--- src/rtl/mem_arbiter_pkg.sv ---
// ---------------------------------------------------------------------------
// mem_arbiter_pkg
// Shared constants for the byte-serial memory arbiter: default bus widths,
// access-width encodings, FSM state encoding, requester identifiers and the
// small byte-manipulation helpers used by the arbiter datapath.
// ---------------------------------------------------------------------------
package mem_arbiter_pkg;

    // Default address width and maximum transfer width in bits.
    localparam int ADDR_W_DEFAULT = 32;
    localparam int DATA_W_DEFAULT = 32;

    // Access-width encodings shared by loads and stores (value = byte count).
    localparam logic [2:0] WIDTH_BYTE = 3'b001;
    localparam logic [2:0] WIDTH_HALF = 3'b010;
    localparam logic [2:0] WIDTH_WORD = 3'b100;

    // Arbiter FSM states.
    typedef enum logic [1:0] {
        ST_IDLE  = 2'b00,
        ST_READ  = 2'b01,
        ST_WRITE = 2'b10
    } arb_state_t;

    // Which requester owns the current transaction.
    typedef enum logic [1:0] {
        REQ_NONE  = 2'b00,
        REQ_STORE = 2'b01,
        REQ_LOAD  = 2'b10,
        REQ_FETCH = 2'b11
    } req_kind_t;

    // Number of bytes for a width encoding; anything unrecognised is a word.
    function automatic logic [2:0] width_bytes(input logic [2:0] width);
        logic [2:0] n;
        case (width)
            WIDTH_BYTE: n = 3'd1;
            WIDTH_HALF: n = 3'd2;
            WIDTH_WORD: n = 3'd4;
            default:    n = 3'd4;
        endcase
        return n;
    endfunction

    // Extract little-endian byte idx of a 32-bit word.
    function automatic logic [7:0] pick_byte(input logic [31:0] data,
                                             input logic [1:0]  idx);
        logic [7:0] b;
        case (idx)
            2'd0:    b = data[7:0];
            2'd1:    b = data[15:8];
            2'd2:    b = data[23:16];
            2'd3:    b = data[31:24];
            default: b = 8'h00;
        endcase
        return b;
    endfunction

    // Replace little-endian byte idx of a 32-bit word.
    function automatic logic [31:0] put_byte(input logic [31:0] data,
                                             input logic [1:0]  idx,
                                             input logic [7:0]  b);
        logic [31:0] r;
        r = data;
        case (idx)
            2'd0:    r[7:0]   = b;
            2'd1:    r[15:8]  = b;
            2'd2:    r[23:16] = b;
            2'd3:    r[31:24] = b;
            default: r = data;
        endcase
        return r;
    endfunction

endpackage

--- src/rtl/mem_arbiter.sv ---
// ---------------------------------------------------------------------------
// mem_arbiter
// Arbitrates instruction fetch, data load and committed store requests onto
// a single byte-wide synchronous RAM port. One byte moves per cycle; reads
// see the RAM byte two edges after the address is issued.
//
// Ports
//   clk_in, rst_in (async, active-low), rdy_in (global enable)
//   flush_in                       : misprediction flush
//   if_en_in/if_addr_in            : fetch request (always one word)
//   if_done_out/if_data_out        : fetch complete pulse / fetched word
//   lb_en_in/lb_addr_in/lb_width_in: load request (1, 2 or 4 bytes)
//   lb_done_out/lb_data_out        : load complete pulse / zero-extended data
//   st_en_in/st_addr_in/st_width_in/st_data_in : store request
//   st_done_out                    : store complete pulse
//   mem_din_in                     : RAM read byte
//   mem_dout_out/mem_a_out/mem_wr_out : RAM write byte, address, write strobe
// All outputs come straight from flops.
// ---------------------------------------------------------------------------
module mem_arbiter
    import mem_arbiter_pkg::*;
#(
    parameter int ADDR_W = ADDR_W_DEFAULT,
    parameter int DATA_W = DATA_W_DEFAULT
) (
    input  logic              clk_in,
    input  logic              rst_in,
    input  logic              rdy_in,
    input  logic              flush_in,

    input  logic              if_en_in,
    input  logic [ADDR_W-1:0] if_addr_in,
    output logic              if_done_out,
    output logic [DATA_W-1:0] if_data_out,

    input  logic              lb_en_in,
    input  logic [ADDR_W-1:0] lb_addr_in,
    input  logic [2:0]        lb_width_in,
    output logic              lb_done_out,
    output logic [DATA_W-1:0] lb_data_out,

    input  logic              st_en_in,
    input  logic [ADDR_W-1:0] st_addr_in,
    input  logic [2:0]        st_width_in,
    input  logic [DATA_W-1:0] st_data_in,
    output logic              st_done_out,

    input  logic [7:0]        mem_din_in,
    output logic [7:0]        mem_dout_out,
    output logic [ADDR_W-1:0] mem_a_out,
    output logic              mem_wr_out
);

    arb_state_t        state_r;
    req_kind_t         kind_r;
    logic [2:0]        cnt_r;      // edges elapsed since the grant edge
    logic [2:0]        nbytes_r;   // bytes in the current transaction
    logic [ADDR_W-1:0] addr_r;
    logic [DATA_W-1:0] wdata_r;
    logic [DATA_W-1:0] rbuf_r;     // read bytes captured so far

    req_kind_t         grant_s;
    logic [1:0]        cap_idx_s;
    logic [DATA_W-1:0] rd_final_s;

    // Fixed-priority grant decode. A requester whose done pulse is still
    // showing is skipped so a lingering enable cannot start a duplicate.
    // During a flush only the committed store may proceed.
    always_comb begin
        grant_s = REQ_NONE;
        if (st_en_in && !st_done_out) begin
            grant_s = REQ_STORE;
        end else if (!flush_in && lb_en_in && !lb_done_out) begin
            grant_s = REQ_LOAD;
        end else if (!flush_in && if_en_in && !if_done_out) begin
            grant_s = REQ_FETCH;
        end else begin
            grant_s = REQ_NONE;
        end
    end

    // Read assembly: the byte arriving now belongs to index cnt-2 (mod 4),
    // so the final edge can present the word including the last byte.
    always_comb begin
        cap_idx_s  = cnt_r[1:0] - 2'd2;
        rd_final_s = rbuf_r;
        if (cnt_r >= 3'd2) begin
            rd_final_s = put_byte(rbuf_r, cap_idx_s, mem_din_in);
        end else begin
            rd_final_s = rbuf_r;
        end
    end

    // Arbiter FSM with registered RAM port and completion outputs.
    always_ff @(posedge clk_in or negedge rst_in) begin
        if (!rst_in) begin
            state_r      <= ST_IDLE;
            kind_r       <= REQ_NONE;
            cnt_r        <= 3'd0;
            nbytes_r     <= 3'd0;
            addr_r       <= {ADDR_W{1'b0}};
            wdata_r      <= {DATA_W{1'b0}};
            rbuf_r       <= {DATA_W{1'b0}};
            mem_wr_out   <= 1'b0;
            mem_a_out    <= {ADDR_W{1'b0}};
            mem_dout_out <= 8'h00;
            if_done_out  <= 1'b0;
            lb_done_out  <= 1'b0;
            st_done_out  <= 1'b0;
            if_data_out  <= {DATA_W{1'b0}};
            lb_data_out  <= {DATA_W{1'b0}};
        end else if (rdy_in) begin
            // Done outputs are single-cycle pulses.
            if_done_out <= 1'b0;
            lb_done_out <= 1'b0;
            st_done_out <= 1'b0;
            case (state_r)
                ST_IDLE: begin
                    mem_wr_out <= 1'b0;
                    cnt_r      <= 3'd0;
                    case (grant_s)
                        REQ_STORE: begin
                            state_r      <= ST_WRITE;
                            kind_r       <= REQ_STORE;
                            addr_r       <= st_addr_in;
                            wdata_r      <= st_data_in;
                            nbytes_r     <= width_bytes(st_width_in);
                            cnt_r        <= 3'd1;
                            // Byte 0 goes out on the grant edge itself.
                            mem_a_out    <= st_addr_in;
                            mem_dout_out <= pick_byte(st_data_in, 2'd0);
                            mem_wr_out   <= 1'b1;
                        end
                        REQ_LOAD: begin
                            state_r   <= ST_READ;
                            kind_r    <= REQ_LOAD;
                            addr_r    <= lb_addr_in;
                            nbytes_r  <= width_bytes(lb_width_in);
                            cnt_r     <= 3'd1;
                            rbuf_r    <= {DATA_W{1'b0}};
                            mem_a_out <= lb_addr_in;
                        end
                        REQ_FETCH: begin
                            state_r   <= ST_READ;
                            kind_r    <= REQ_FETCH;
                            addr_r    <= if_addr_in;
                            nbytes_r  <= 3'd4;
                            cnt_r     <= 3'd1;
                            rbuf_r    <= {DATA_W{1'b0}};
                            mem_a_out <= if_addr_in;
                        end
                        default: begin
                            kind_r <= REQ_NONE;
                        end
                    endcase
                end

                ST_WRITE: begin
                    // A flush cannot touch a committed store.
                    if (cnt_r == nbytes_r) begin
                        mem_wr_out  <= 1'b0;
                        st_done_out <= 1'b1;
                        state_r     <= ST_IDLE;
                        kind_r      <= REQ_NONE;
                        cnt_r       <= 3'd0;
                    end else begin
                        mem_a_out    <= addr_r + ADDR_W'(cnt_r);
                        mem_dout_out <= pick_byte(wdata_r, cnt_r[1:0]);
                        mem_wr_out   <= 1'b1;
                        cnt_r        <= cnt_r + 3'd1;
                    end
                end

                ST_READ: begin
                    mem_wr_out <= 1'b0;
                    if (flush_in) begin
                        // Abandon the read; partial bytes are thrown away.
                        state_r <= ST_IDLE;
                        kind_r  <= REQ_NONE;
                        cnt_r   <= 3'd0;
                        rbuf_r  <= {DATA_W{1'b0}};
                    end else begin
                        if (cnt_r < nbytes_r) begin
                            mem_a_out <= addr_r + ADDR_W'(cnt_r);
                        end
                        if (cnt_r >= 3'd2) begin
                            rbuf_r <= rd_final_s;
                        end
                        if (cnt_r == nbytes_r + 3'd1) begin
                            case (kind_r)
                                REQ_LOAD: begin
                                    lb_done_out <= 1'b1;
                                    lb_data_out <= rd_final_s;
                                end
                                REQ_FETCH: begin
                                    if_done_out <= 1'b1;
                                    if_data_out <= rd_final_s;
                                end
                                default: begin
                                    lb_done_out <= 1'b0;
                                end
                            endcase
                            state_r <= ST_IDLE;
                            kind_r  <= REQ_NONE;
                            cnt_r   <= 3'd0;
                        end else begin
                            cnt_r <= cnt_r + 3'd1;
                        end
                    end
                end

                default: begin
                    state_r    <= ST_IDLE;
                    kind_r     <= REQ_NONE;
                    cnt_r      <= 3'd0;
                    mem_wr_out <= 1'b0;
                end
            endcase
        end
    end

endmodule

--- config.mk ---
export PLATFORM = sky130hd
export DESIGN_NAME = mem_arbiter
export DESIGN_NICKNAME = d
export VERILOG_FILES = /design/src/rtl/mem_arbiter_pkg.sv /design/src/rtl/mem_arbiter.sv
export SDC_FILE = /design/constraint.sdc
export NUM_CORES = 1
export LEC_CHECK = 0
export BUFFER_PORTS_ARGS = -buffer_cell sky130_fd_sc_hd__buf_2
export CAP_MARGIN = 20
export CORE_MARGIN = 10
export CORE_UTILIZATION = 49
export DETAILED_ROUTE_END_ITERATION = 8
export PLACE_DENSITY_LB_ADDON = 0.1
export SLEW_MARGIN = 20
export SYNTH_ARGS = -nofsm -noshare
export SYNTH_HDL_FRONTEND = slang
export SYNTH_SLANG_ARGS = --single-unit
--- constraint.sdc ---
create_clock -name clk_in -period 2.1 [get_ports clk_in]
set_input_delay 0.315 -clock clk_in [delete_from_list [all_inputs] [get_ports clk_in]]
set_output_delay 0.315 -clock clk_in [all_outputs]
set_load 0.02 [all_outputs]
## Word-level counts from Yosys, hierarchy flattened

Cells that the tools add are included.

- Register bits: 214

- Magnitude comparators: 2
- Multiplexer cells: 49
- $add $sub $neg: 4
- Equal/unequal tests: 29
- Reductions and logical operators: 27
- Bitwise logic cells: 1

Operators with widths:

| kind | count |
|---|---|
| $mux W32 | 7 |
| $pmux W32 S3 | 2 |
| $pmux W32 S2 | 1 |
| $mux W8 | 6 |
| $add A32 B3 Y32 | 1 |
| $pmux W8 S4 | 1 |
| $eq A2 B2 Y1 const B | 9 |
| $pmux W2 S3 | 3 |
| $pmux W3 S3 | 2 |
| $pmux W8 S2 | 1 |
| $mux W1 | 13 |
| $mux W2 | 6 |
| $pmux W3 S2 | 2 |
| $reduce_and A4 Y1 | 3 |
| $ne A2 B2 Y1 const B | 5 |
| $reduce_and A5 Y1 | 2 |
| $mux W3 | 3 |
| $reduce_and A3 Y1 | 3 |
| $eq A2 B1 Y1 const B | 4 |
| $add A3 B1 Y3 const B | 2 |
| $eq A3 B1 Y1 const B | 2 |
| $eq A3 B2 Y1 const B | 2 |
| $eq A3 B3 Y1 | 2 |
| $logic_not A2 Y1 | 3 |
| other kinds (17) | 27 |

## Depth between registers and ports, before layout

Gate-level depths: netlist of run 1.

- Depth in word-level cells: 10
- Depth in mapped cells: 9
- Depth with buffers taken out: 7

## Worst setup path after synthesis of run 1

OpenSTA, ideal clock, no wires.

- Path type: reg-to-reg
- Start point: register cnt_r[2]
- End point: register lb_data_out[10]
- Buffers on the path: 1
- Cell stages (with the launch flop): 6
- Library setup time: 125 ps
- Arrival time: 2157 ps
- Setup slack: -182 ps
- Cell sequence: dfrtp_1 xor3_1 or3_4 nor4_4 buf_6 mux2_2

- Longest elaborated chain between the ends: 2

RTL lines:

| item | RTL line | text |
|---|---|---|
| start, declared | mem_arbiter.sv:56 | `logic [2:0] cnt_r;` |
| start signal, assigned | mem_arbiter.sv:170 | `cnt_r <= cnt_r + 3'd1;` |
| start signal, assigned | mem_arbiter.sv:207 | `cnt_r <= cnt_r + 3'd1;` |
| $ge A3 B2 Y1 / $eq A3 B3 Y1 (equally long branches) | mem_arbiter.sv:87, mem_arbiter.sv:189 |  |
| $mux W32 / $reduce_and A5 Y1 (equally long branches) | - |  |
| end signal, assigned | mem_arbiter.sv:111 | `lb_data_out <= {DATA_W{1'b0}};` |
| end signal, assigned | mem_arbiter.sv:193 | `lb_data_out <= rd_final_s;` |
| end, declared | mem_arbiter.sv:40 | `output logic [DATA_W-1:0] lb_data_out,` |

Several ways; a longest one is shown, not always the timed one.
A chain may end at the register's enable or synchronous reset.

## Final worst setup path of run 1

- Start point: register cnt_r[2]
- End point: register lb_data_out[21]

Same word-level chain as after synthesis.

==> results.json, run 1 <==
{
  "outcome": "finished with violations",
  "failed_checks": "setup timing",
  "overall_die_width_microns": 168.6,
  "whs_path_depth": 2,
  "slowest_stage": "xor3_1",
  "timing.max_cap.violations": 0,
  "fp.dieH_microns": 168.6,
  "grt_overflow": 0,
  "rsz_0062_raised_after_global_routing": "true",
  "die_area_sq_um": 28420,
  "detailroute.via_count": 9368,
  "report.final.slew_viol_count": 0,
  "number_of_cts_inserted_buffers": 25,
  "synth-edff-count": 0,
  "kind_of_cell_adding_the_most_delay_to_the_critical_path": "simple AND/OR/NAND/NOR gates",
  "synth.avg_cell_area_sq_um": 11.28,
  "number_of_global_route_vias_before_repair": 9588,
  "cts.root.buffer_cell": "clkbuf_16",
  "postLayoutSetupSlackWorst_ps": -247.1,
  "start_util": 0.4972,
  "cp_cell_sequence": "xor3_1 > or3_4 > nor4_4 > buf_6 > clkbuf_16 > mux2_2",
  "worst-slew-pin-transition_ps": 456.6,
  "highest_clock_rate_ghz": 0.4261,
  "final_net_count": 1482,
  "whs_endpoint": "wdata_r[22]$_DFFE_PN0P_",
  "grt_first_pass_wirelength_microns": 52740,
  "io_buffers": 256,
  "final_weighted_congestion_in_routability_driven_placement": 0.8965,
  "fin_setup_tns_ps": -12300,
  "crit_buf_inv": 2,
  "drt_wl_total_microns": 35550,
  "fin_cells": 1614,
  "finClkSkew_ps": 9.202,
  "placeable_area_sq_um": 21760,
  "cts_num_sinks": 214,
  "critical_path.max_fanout": 7,
  "ir_worst_vdd_uv": 912.8,
  "p_clk_frac": 0.226,
  "route.detailed.drc": 0,
  "groute.usage.overall": 0.2254,
  "routed_via_count_divided_by_cell_count": 5.804,
  "worst_slew_margin_rel": 0.6930,
  "p_leak_nw": 7.347,
  "power_frac_seq": 0.328,
  "post_synth_instance_area_sq_um": 10820,
  "r2r-end": "lb_data_out[21]$_DFFE_PN0P_",
  "synthesis.yosys.warnings": 0,
  "period_minus_slack_ps": 2347,
  "worstSetupPathType": "reg2reg",
  "placed_cell_area_sq_um": 13100,
  "detail_route.wl_per_cell_microns": 22.03,
  "tritoncts": "built",
  "yosys_most_used_dff": "dfrtp_1",
  "first_pass_iters": 5,
  "clk_path_buf_depth": 3,
  "synth-seq-cells": 214,
  "pwr_density_cell_nw_per_um2": 1243,
  "grt_max_degree": 67,
  "combPwrFrac": 0.446,
  "endpoint_kind": "flip-flop",
  "num_rows": 54,
  "finalSetupViolCount": 72,
  "cell_internal_pwr_mw": 11.58,
  "postSynthCellCount": 959,
  "drtIter0Drc": 676,
  "setup.reg_to_reg.worst_slack_ps": -250,
  "synthDistinctLibCells": 60,
  "cp_num_cells": 6,
  "area_growth_pct": 38.91,
  "worstPathArrival_ps": 2760,
  "timing.rr.start": "cnt_r[2]$_DFFE_PN0P_",
  "seq_total_area_yosys": 0.4951,
  "design_area_sq_um": 15030,
  "worst_setup_hold_path_clk_slew_ps": 60,
  "timing.final.hold_violations": 0,
  "power.switching_mw": 7.087,
  "fin_total_pwr_mw": 18.67,
  "final_layout_size_suffix_gt1_frac": 0.4966,
  "critPathLaunchType": "flip-flop",
  "cts-htree-levels": 1,
  "crit_path_max_incr_delay_ps": 450,
  "place.detailed.instances": 1529,
  "dpl.hpwl_microns": 24570,
  "pre_cts_slack_ps": -209.9,
  "timing.hold.worst.class": "in2reg",
  "pin_count": 257,
  "rr_worst_depth": 6,
  "postSynth.asyncResetShare": 1.000,
  "initial_antenna_violation_count": 3,
  "hold_path.startpoint": "st_data_in[22]",
  "worst-endpoint-required_ps": 2510,
  "clock_insertion_delay_worst_skew_ps": 530,
  "period_share": 1.118,
  "sw_frac_of_total": 0.3796,
  "drtAntennaViolNets": 0,
  "synth_fp_nets": 1124
}
-- synth_stat cells, types with 5 or more instances --
library cell / count / area (sq um)
nor2b_1: 6 / 37.54
a221o_1: 8 / 80.08
nor4_1: 12 / 75.07
a21oi_1: 20 / 100.1
o221ai_1: 7 / 61.31
nand4_1: 6 / 37.54
or3b_2: 9 / 78.83
o2bb2ai_1: 13 / 113.9
a22o_1: 38 / 332.8
a21o_1: 7 / 52.55
nand2b_1: 10 / 62.56
o21ai_0: 66 / 330.3
a222oi_1: 8 / 80.08
o211ai_1: 8 / 60.06
buf_2: 9 / 45.04
nand3_1: 18 / 90.09
and4_1: 7 / 61.31
and2_1: 7 / 43.79
nor3_1: 18 / 90.09
ha_1: 15 / 187.7
mux2i_1: 15 / 150.1
clkbuf_1: 42 / 157.7
dfrtp_1: 214 / 5355
nand2_1: 87 / 326.6
and3_1: 5 / 31.28
a2bb2oi_1: 6 / 52.55
inv_1: 14 / 52.55
nor2_1: 29 / 108.9
xnor2_1: 9 / 78.83
xor2_1: 14 / 122.6
o31ai_1: 22 / 165.2
mux2_2: 139 / 1565
a211oi_1: 17 / 127.6
a211o_1: 6 / 52.55
-- cell type report --
cell class / count / area [sq um]
clock buffers: 34 / 709.4
well taps: 280 / 350.3
repair buffers: 392 / 2701
multi-input cells: 670 / 5766
flip-flops and latches: 214 / 5356
clock inverters: 9 / 87.58
fillers: 1706 / 6730
inverters: 14 / 52.55
diodes: 1 / 2.502
-- state kept, by name, summed over array words and instances, names as in the netlist --
signal,count
addr_r,32
cnt_r,3
if_data_out,32
if_done_out,1
kind_r,2
lb_data_out,32
lb_done_out,1
mem_a_out,32
mem_dout_out,8
mem_wr_out,1
nbytes_r,3
rbuf_r,32
st_done_out,1
state_r,2
wdata_r,32
-- repair_timing --
action	4_1_cts	5_1_grt
hold endpoints to repair	53	1
setup buffers	4	17
pin swaps	6	45
cloned	0	11
setup endpoints to repair	121	136
hold buffers	9	1
gates resized for setup	27	122
-- cells by family after synthesis --
kind of cell	share of synthesized area
buf+inv	0.03169
simple gates	0.1046
mux	0.1596
flops	0.4951
compound gates	0.1690
fa+ha+maj	0.01920
xor+xnor	0.02082
-- power groups by stage --
stage / clock network [mW] / registers, mW / logic, mW
after CTS: 4.27 / 6.07 / 7.15
after global placement: 0 / 6.08 / 6.86
after detailed placement: 0 / 6.13 / 6.97
after floorplan: 0 / 6.47 / 3.92
after global routing: 4.46 / 6.26 / 9.02
final: 4.21 / 6.12 / 8.33
-- stage by stage --
stage | hold slack (ps) | util
2_1_floorplan | 19.41 | -
3_3_place_gp | 254.6 | 0.6020
3_5_place_dp | 258.5 | 0.6020
4_1_cts | 0.2096 | 0.6502
5_1_grt | 8.145 | 0.6906
6_report | 17.65 | 0.6906
-- worst register-to-register path: stages, from the launching register on --
cell and delay [ps]:
dfrtp_1 400, xor3_1 450, or3_4 410, nor4_4 270, buf_6 200, clkbuf_16 180
mux2_2 330
-- metal layers --
layer,track usage,vias to the layer above,wire length (microns)
met5,0,-,21
met4,0.05867,4,971
met3,0.04609,71,2502
met2,0.3843,352,17500
met1,0.2858,4628,14560
li1,-,4313,-
-- worst max path at each step --
| stage | from | to | slack [ps] |
|---|---|---|---|
| after floorplan | cnt_r[2]$_DFFE_PN0P_ | lb_data_out[10]$_DFFE_PN0P_ | -140 |
| after global placement | nbytes_r[0]$_DFFE_PN0P_ | lb_data_out[17]$_DFFE_PN0P_ | -120 |
| after detailed placement | cnt_r[0]$_DFFE_PN0P_ | mem_a_out[24]$_DFFE_PN0P_ | -210 |
| after CTS | nbytes_r[0]$_DFFE_PN0P_ | lb_data_out[3]$_DFFE_PN0P_ | -200 |
| after global routing | cnt_r[2]$_DFFE_PN0P_ | lb_data_out[11]$_DFFE_PN0P_ | -270 |
| final | cnt_r[2]$_DFFE_PN0P_ | lb_data_out[21]$_DFFE_PN0P_ | -250 |
-- layout by cell type, fill, tap and decap left out, types with 8 or more instances in the layout --
cell,count
buf_2,255
dfrtp_1,213
mux2_2,124
buf_4,88
nand2_1,81
o21ai_0,54
a22o_1,38
clkbuf_16,32
nor2_1,24
o31ai_1,18
nand3_1,16
mux2_4,16
buf_6,16
a21oi_1,15
inv_1,13
mux2i_1,13
nor3_1,12
o2bb2ai_1,12
buf_12,12
xor2_1,11
a211oi_2,10
dlygate4sd3_1,10
o21ai_1,9
nor4_1,9
or3b_2,9
o211ai_1,8
a222oi_1,8
xnor2_1,8
a221o_1,8
(Power assumes the default switching activity.)
==> run 2, diff against run 1 <==
Settings changed: CELL_PAD_IN_SITES_DETAIL_PLACEMENT set to 1, CELL_PAD_IN_SITES_GLOBAL_PLACEMENT set to 2, CORE_UTILIZATION 49 to 31.
==> run 2 against run 1 <==
Effect of this change: hold slack improved by 6.6 ps; highest routed layer unchanged; utilization fell by 22 points; sequential share of layout area fell by 2.7 points; clock-buffer cell count rose by 4; the flow still finishes with violations (setup timing); combinational power rose by 17%; clock skew rose by 15 ps; final area rose by 8.1%; sequential power rose by 1%.
==> results.json, run 2 (same netlist as run 1, synthesis figures left out) <==
{
  "area_growth_pct": 50.23,
  "grt_overflow": 0,
  "rsz_0062_raised_after_global_routing": "true",
  "worstPathArrival_ps": 2730,
  "detail_route.wl_per_cell_microns": 23.32,
  "drtAntennaViolNets": 0,
  "grt_first_pass_wirelength_microns": 61780,
  "r2r-end": "lb_data_out[13]$_DFFE_PN0P_",
  "cts-htree-levels": 1,
  "initial_antenna_violation_count": 2,
  "critical_path.max_fanout": 8,
  "num_rows": 68,
  "period_minus_slack_ps": 2296,
  "worst-endpoint-required_ps": 2540,
  "failed_checks": "setup timing",
  "whs_path_depth": 2,
  "fp.dieH_microns": 206.8,
  "hold_path.startpoint": "st_data_in[6]",
  "critPathLaunchType": "flip-flop",
  "timing.max_cap.violations": 0,
  "worst_slew_margin_rel": 0.6476,
  "finClkSkew_ps": 24.03,
  "highest_clock_rate_ghz": 0.4356,
  "final_layout_size_suffix_gt1_frac": 0.5166,
  "pin_count": 257,
  "fin_total_pwr_mw": 20.44,
  "pwr_density_cell_nw_per_um2": 1258,
  "final_cell_mix": "buf_2, dfrtp_1, buf_4",
  "ir_worst_vdd_uv": 759.0,
  "grt_max_degree": 58,
  "start_util": 0.3139,
  "placeable_area_sq_um": 34460,
  "postLayoutSetupSlackWorst_ps": -195.9,
  "placed_cell_area_sq_um": 13450,
  "timing.hold.worst.class": "in2reg",
  "detailroute.via_count": 9450,
  "timing.rr.start": "nbytes_r[0]$_DFFE_PN0P_",
  "design_area_sq_um": 16250,
  "io_buffers": 256,
  "rr_worst_depth": 7,
  "dpl.hpwl_microns": 29520,
  "p_leak_nw": 7.755,
  "drtIter0Drc": 462,
  "cts_num_sinks": 214,
  "clock_insertion_delay_worst_skew_ps": 550,
  "first_pass_iters": 5,
  "report.final.slew_viol_count": 0,
  "outcome": "finished with violations",
  "worstSetupPathType": "reg2reg",
  "timing.final.hold_violations": 0,
  "final_net_count": 1530,
  "worst_setup_hold_path_clk_slew_ps": 60,
  "layout_commonest_cell": "buf_2",
  "drt_wl_total_microns": 42890,
  "clk_path_buf_depth": 3,
  "number_of_cts_inserted_buffers": 26,
  "setup.reg_to_reg.worst_slack_ps": -200,
  "die_area_sq_um": 42760,
  "route.detailed.drc": 0,
  "groute.usage.overall": 0.1840,
  "overall_die_width_microns": 206.8,
  "worst-slew-pin-transition_ps": 528.5,
  "whs_endpoint": "wdata_r[6]$_DFFE_PN0P_",
  "endpoint_kind": "flip-flop",
  "routed_via_count_divided_by_cell_count": 5.139,
  "num-fill-cells": 3722,
  "tritoncts": "built",
  "final_weighted_congestion_in_routability_driven_placement": 0.7753,
  "number_of_global_route_vias_before_repair": 10290,
  "finalSetupViolCount": 119,
  "cts.root.buffer_cell": "clkbuf_16",
  "period_share": 1.093
}
run 2: changes by cell type in the layout (fill, tap and decap cells not counted), sizes merged, moves of 2 or more:
cell / previous run / this run
nand2: 88 / 90
dlygate4sd3: 10 / 27
clkbuf: 43 / 47
buf: 372 / 401
run 2: cell type report:
cell class,count,area [sq um],share of cell area
antenna,2,5.005,0.0003080
clock buffer,38,735.7,0.04528
clock inverter,7,110.1,0.006776
inverter,14,57.56,0.003542
multi-input combinational,672,6163,0.3793
sequential,214,5358,0.3297
tap,455,569.3,0.03504
timing repair buffer,437,3251,0.2000
run 2: critical path: stages (launching register included):
cell and delay [ps]:
dfrtp_1 380, ha_2 180, xor3_1 240, or3_4 420, nor4_4 230, buf_6 200
clkbuf_16 190, mux2_2 330
run 2: metal layers:
layer | up-vias | global-route usage | wire [microns]
li1 | 4392 | - | -
met1 | 4805 | 0.2296 | 18280
met2 | 204 | 0.3260 | 21720
met3 | 47 | 0.03823 | 2197
met4 | 2 | 0.02898 | 680
met5 | - | 0 | 13
run 2: worst max-delay path by stage:
stage,start,endpoint,slack (ps),depth (start not counted)
after floorplan,cnt_r[2]$_DFFE_PN0P_,lb_data_out[10]$_DFFE_PN0P_,-140,5
after global placement,cnt_r[1]$_DFFE_PN0P_,mem_a_out[27]$_DFFE_PN0P_,-360,6
after detailed placement,cnt_r[1]$_DFFE_PN0P_,mem_a_out[27]$_DFFE_PN0P_,-390,6
after CTS,nbytes_r[0]$_DFFE_PN0P_,lb_data_out[3]$_DFFE_PN0P_,-220,6
after global routing,nbytes_r[0]$_DFFE_PN0P_,lb_data_out[18]$_DFFE_PN0P_,-260,7
final,nbytes_r[0]$_DFFE_PN0P_,lb_data_out[13]$_DFFE_PN0P_,-200,7
run 2: where the power goes:
| group | switching [mW] | internal, mW | total [mW] |
|---|---|---|---|
| Clock | 1.83 | 2.67 | 4.50 |
| Combinational | 5.23 | 4.51 | 9.74 |
| Sequential | 0.909 | 5.28 | 6.19 |
run 2: through the flow:
step                cells  worst slack, ps  utilization  hold slack, ps  TNS (ps)
floorplan             959           -139.6            -           19.41     -5762
global route         1838           -263.8       0.4715           8.448    -20950
CTS                  1806           -217.0       0.4352           4.629    -10890
finish               1839           -195.9       0.4716           24.22    -13070
global placement     1720           -362.1       0.3903           283.8    -17270
detailed placement   1720           -389.3       0.3903           292.5    -19210
run 2: repair_timing:
| item | CTS | global route |
|---|---|---|
| hold endpoints to repair | 78 | 0 |
| endpoints found under the setup margin | 127 | 163 |
| resized for setup | 67 | 182 |
| hold buffers | 27 | 0 |
| setup buffers | 15 | 24 |
| pin swaps | 40 | 52 |
| gates cloned | 1 | 13 |
==> run 3, diff against run 2 <==
Settings changed: RECOVER_POWER set to 50.
==> run 3 against run 2 <==
Effect of this change: the run ends with capacitance limit, slew limit, setup timing left; setup slack worse by 9.1 ps; combinational power hardly changed; total power hardly changed; sequential share of layout area hardly changed; clock skew is 0.62 ps lower; sequential power hardly changed; sequential cell count stayed put; clock-buffer cell count stayed put; first-iteration DRC count is 4.1% lower; hold slack hardly changed; register-to-register slack hardly changed; largest power group unchanged; highest routed layer unchanged.
==> results.json, run 3 (same netlist as run 1, synthesis figures left out) <==
{
  "grt_max_degree": 58,
  "postLayoutSetupSlackWorst_ps": -205.0,
  "final_weighted_congestion_in_routability_driven_placement": 0.7753,
  "period_minus_slack_ps": 2305,
  "report.final.slew_viol_count": 56,
  "fin_cells": 1839,
  "start_util": 0.3139,
  "num-fill-cells": 3723,
  "worst_setup_hold_path_clk_slew_ps": 60,
  "final_cell_mix": "buf_2, dfrtp_1, buf_4",
  "rsz_0062_raised_after_global_routing": "true",
  "num_rows": 68,
  "fp.dieH_microns": 206.8,
  "pin_count": 257,
  "detailroute.via_count": 9436,
  "worst-slew-pin-transition_ps": 1676,
  "clock_insertion_delay_worst_skew_ps": 550,
  "finClkSkew_ps": 23.41,
  "area.sequential_sq_um": 5358,
  "groute.usage.overall": 0.1840,
  "routed_via_count_divided_by_cell_count": 5.131,
  "timing.hold.worst.class": "in2reg",
  "place.detailed.instances": 1720,
  "worstPathArrival_ps": 2740,
  "highest_clock_rate_ghz": 0.4338,
  "period_share": 1.098,
  "layout_commonest_cell": "buf_2",
  "cts_num_sinks": 214,
  "overall_die_width_microns": 206.8,
  "first_pass_iters": 5,
  "critical_path.max_fanout": 8,
  "area_growth_pct": 50.05,
  "rr_worst_depth": 7,
  "timing.rr.start": "nbytes_r[0]$_DFFE_PN0P_",
  "ir_worst_vdd_uv": 759.2,
  "finalSetupViolCount": 122,
  "fin_total_pwr_mw": 20.43,
  "p_leak_nw": 7.748,
  "clk_path_buf_depth": 3,
  "grt_overflow": 0,
  "endpoint_kind": "flip-flop",
  "grt_first_pass_wirelength_microns": 61780,
  "r2r-end": "lb_data_out[13]$_DFFE_PN0P_",
  "final_net_count": 1530,
  "route.detailed.drc": 0,
  "failed_checks": "capacitance limit, slew limit, setup timing",
  "drtIter0Drc": 443,
  "drtAntennaViolNets": 0,
  "pwr_density_cell_nw_per_um2": 1259,
  "die_area_sq_um": 42760,
  "detail_route.wl_per_cell_microns": 23.37,
  "final_layout_size_suffix_gt1_frac": 0.5166,
  "io_buffers": 256,
  "worstSetupPathType": "reg2reg",
  "dpl.hpwl_microns": 29520,
  "cts.root.buffer_cell": "clkbuf_16",
  "initial_antenna_violation_count": 2,
  "critPathLaunchType": "flip-flop",
  "timing.max_cap.violations": 1,
  "critPathCapture": "lb_data_out[13]$_DFFE_PN0P_",
  "placeable_area_sq_um": 34460,
  "number_of_cts_inserted_buffers": 26,
  "number_of_global_route_vias_before_repair": 10290,
  "setup.reg_to_reg.worst_slack_ps": -210,
  "outcome": "finished with violations",
  "timing.final.hold_violations": 0,
  "cts-htree-levels": 1,
  "timing.critical_path.from": "nbytes_r[0]$_DFFE_PN0P_",
  "drt_wl_total_microns": 42980,
  "worst-endpoint-required_ps": 2540,
  "worst_slew_margin_rel": -0.1172,
  "multi_input_comb_area_sq_um": 6163,
  "tritoncts": "built",
  "pre_cts_slack_ps": -389.3
}
run 3: repair_timing:
| item | in CTS | in global routing |
|---|---|---|
| resized for setup | 67 | 182 |
| buffers inserted | 15 | 24 |
| hold buffers | 27 | 0 |
| endpoints found under the hold margin | 78 | 0 |
| pin swaps | 40 | 52 |
| endpoints found under the setup margin | 127 | 163 |
| cloned | 1 | 13 |
run 3: area by class of cell:
| class | count | area share |
|---|---|---|
| Tap cell | 455 | 0.03508 |
| Clock buffer | 38 | 0.04533 |
| Antenna cell | 2 | 0.0003084 |
| Clock inverter | 7 | 0.006784 |
| Timing Repair Buffer | 437 | 0.1991 |
| Inverter | 14 | 0.003546 |
| Multi-Input combinational cell | 672 | 0.3797 |
| Sequential cell | 214 | 0.3301 |
run 3: critical path, cell delays in order, from the launching register on:
cell and delay [ps]:
dfrtp_1 390, ha_2 190, xor3_1 240, or3_4 420, nor4_4 230, buf_6 200, clkbuf_16 190, mux2_2 330
run 3: report_power, final:
| part | internal, mW | switching (mW) |
|---|---|---|
| registers | 5.28 | 0.910 |
| logic | 4.51 | 5.22 |
| clock network | 2.67 | 1.83 |
| total | 12.5 | 7.96 |
run 3: worst min path at each step:
stage	start	to	slack, ps	cells past startpoint
final	st_data_in[6]	wdata_r[6]$_DFFE_PN0P_	20	2
after global routing	st_data_in[7]	wdata_r[7]$_DFFE_PN0P_	8	2
after CTS	st_data_in[7]	wdata_r[7]$_DFFE_PN0P_	5	2
after floorplan	rst_in	addr_r[0]$_DFFE_PN0P_	20	0
after global placement	rst_in	addr_r[9]$_DFFE_PN0P_	280	1
after detailed placement	rst_in	mem_a_out[3]$_DFFE_PN0P_	290	1
run 3: per-layer routing:
layer | vias to the layer above | track usage | wire length (microns)
met5 | - | 0 | 13
met1 | 4797 | 0.2296 | 18290
met2 | 198 | 0.3260 | 21760
met4 | 2 | 0.02898 | 684
li1 | 4391 | - | -
met3 | 48 | 0.03823 | 2223
run 3: through the flow:
stage	cell area (sq um)	hold slack (ps)	TNS [ps]	util
finish	16230	23.90	-13520	0.4710
global route	16230	8.448	-21720	0.4710
CTS	15000	4.629	-10890	0.4352
detailed placement	13450	292.5	-19210	0.3903
global placement	13450	283.8	-17270	0.3903
floorplan	10900	19.41	-5762	-
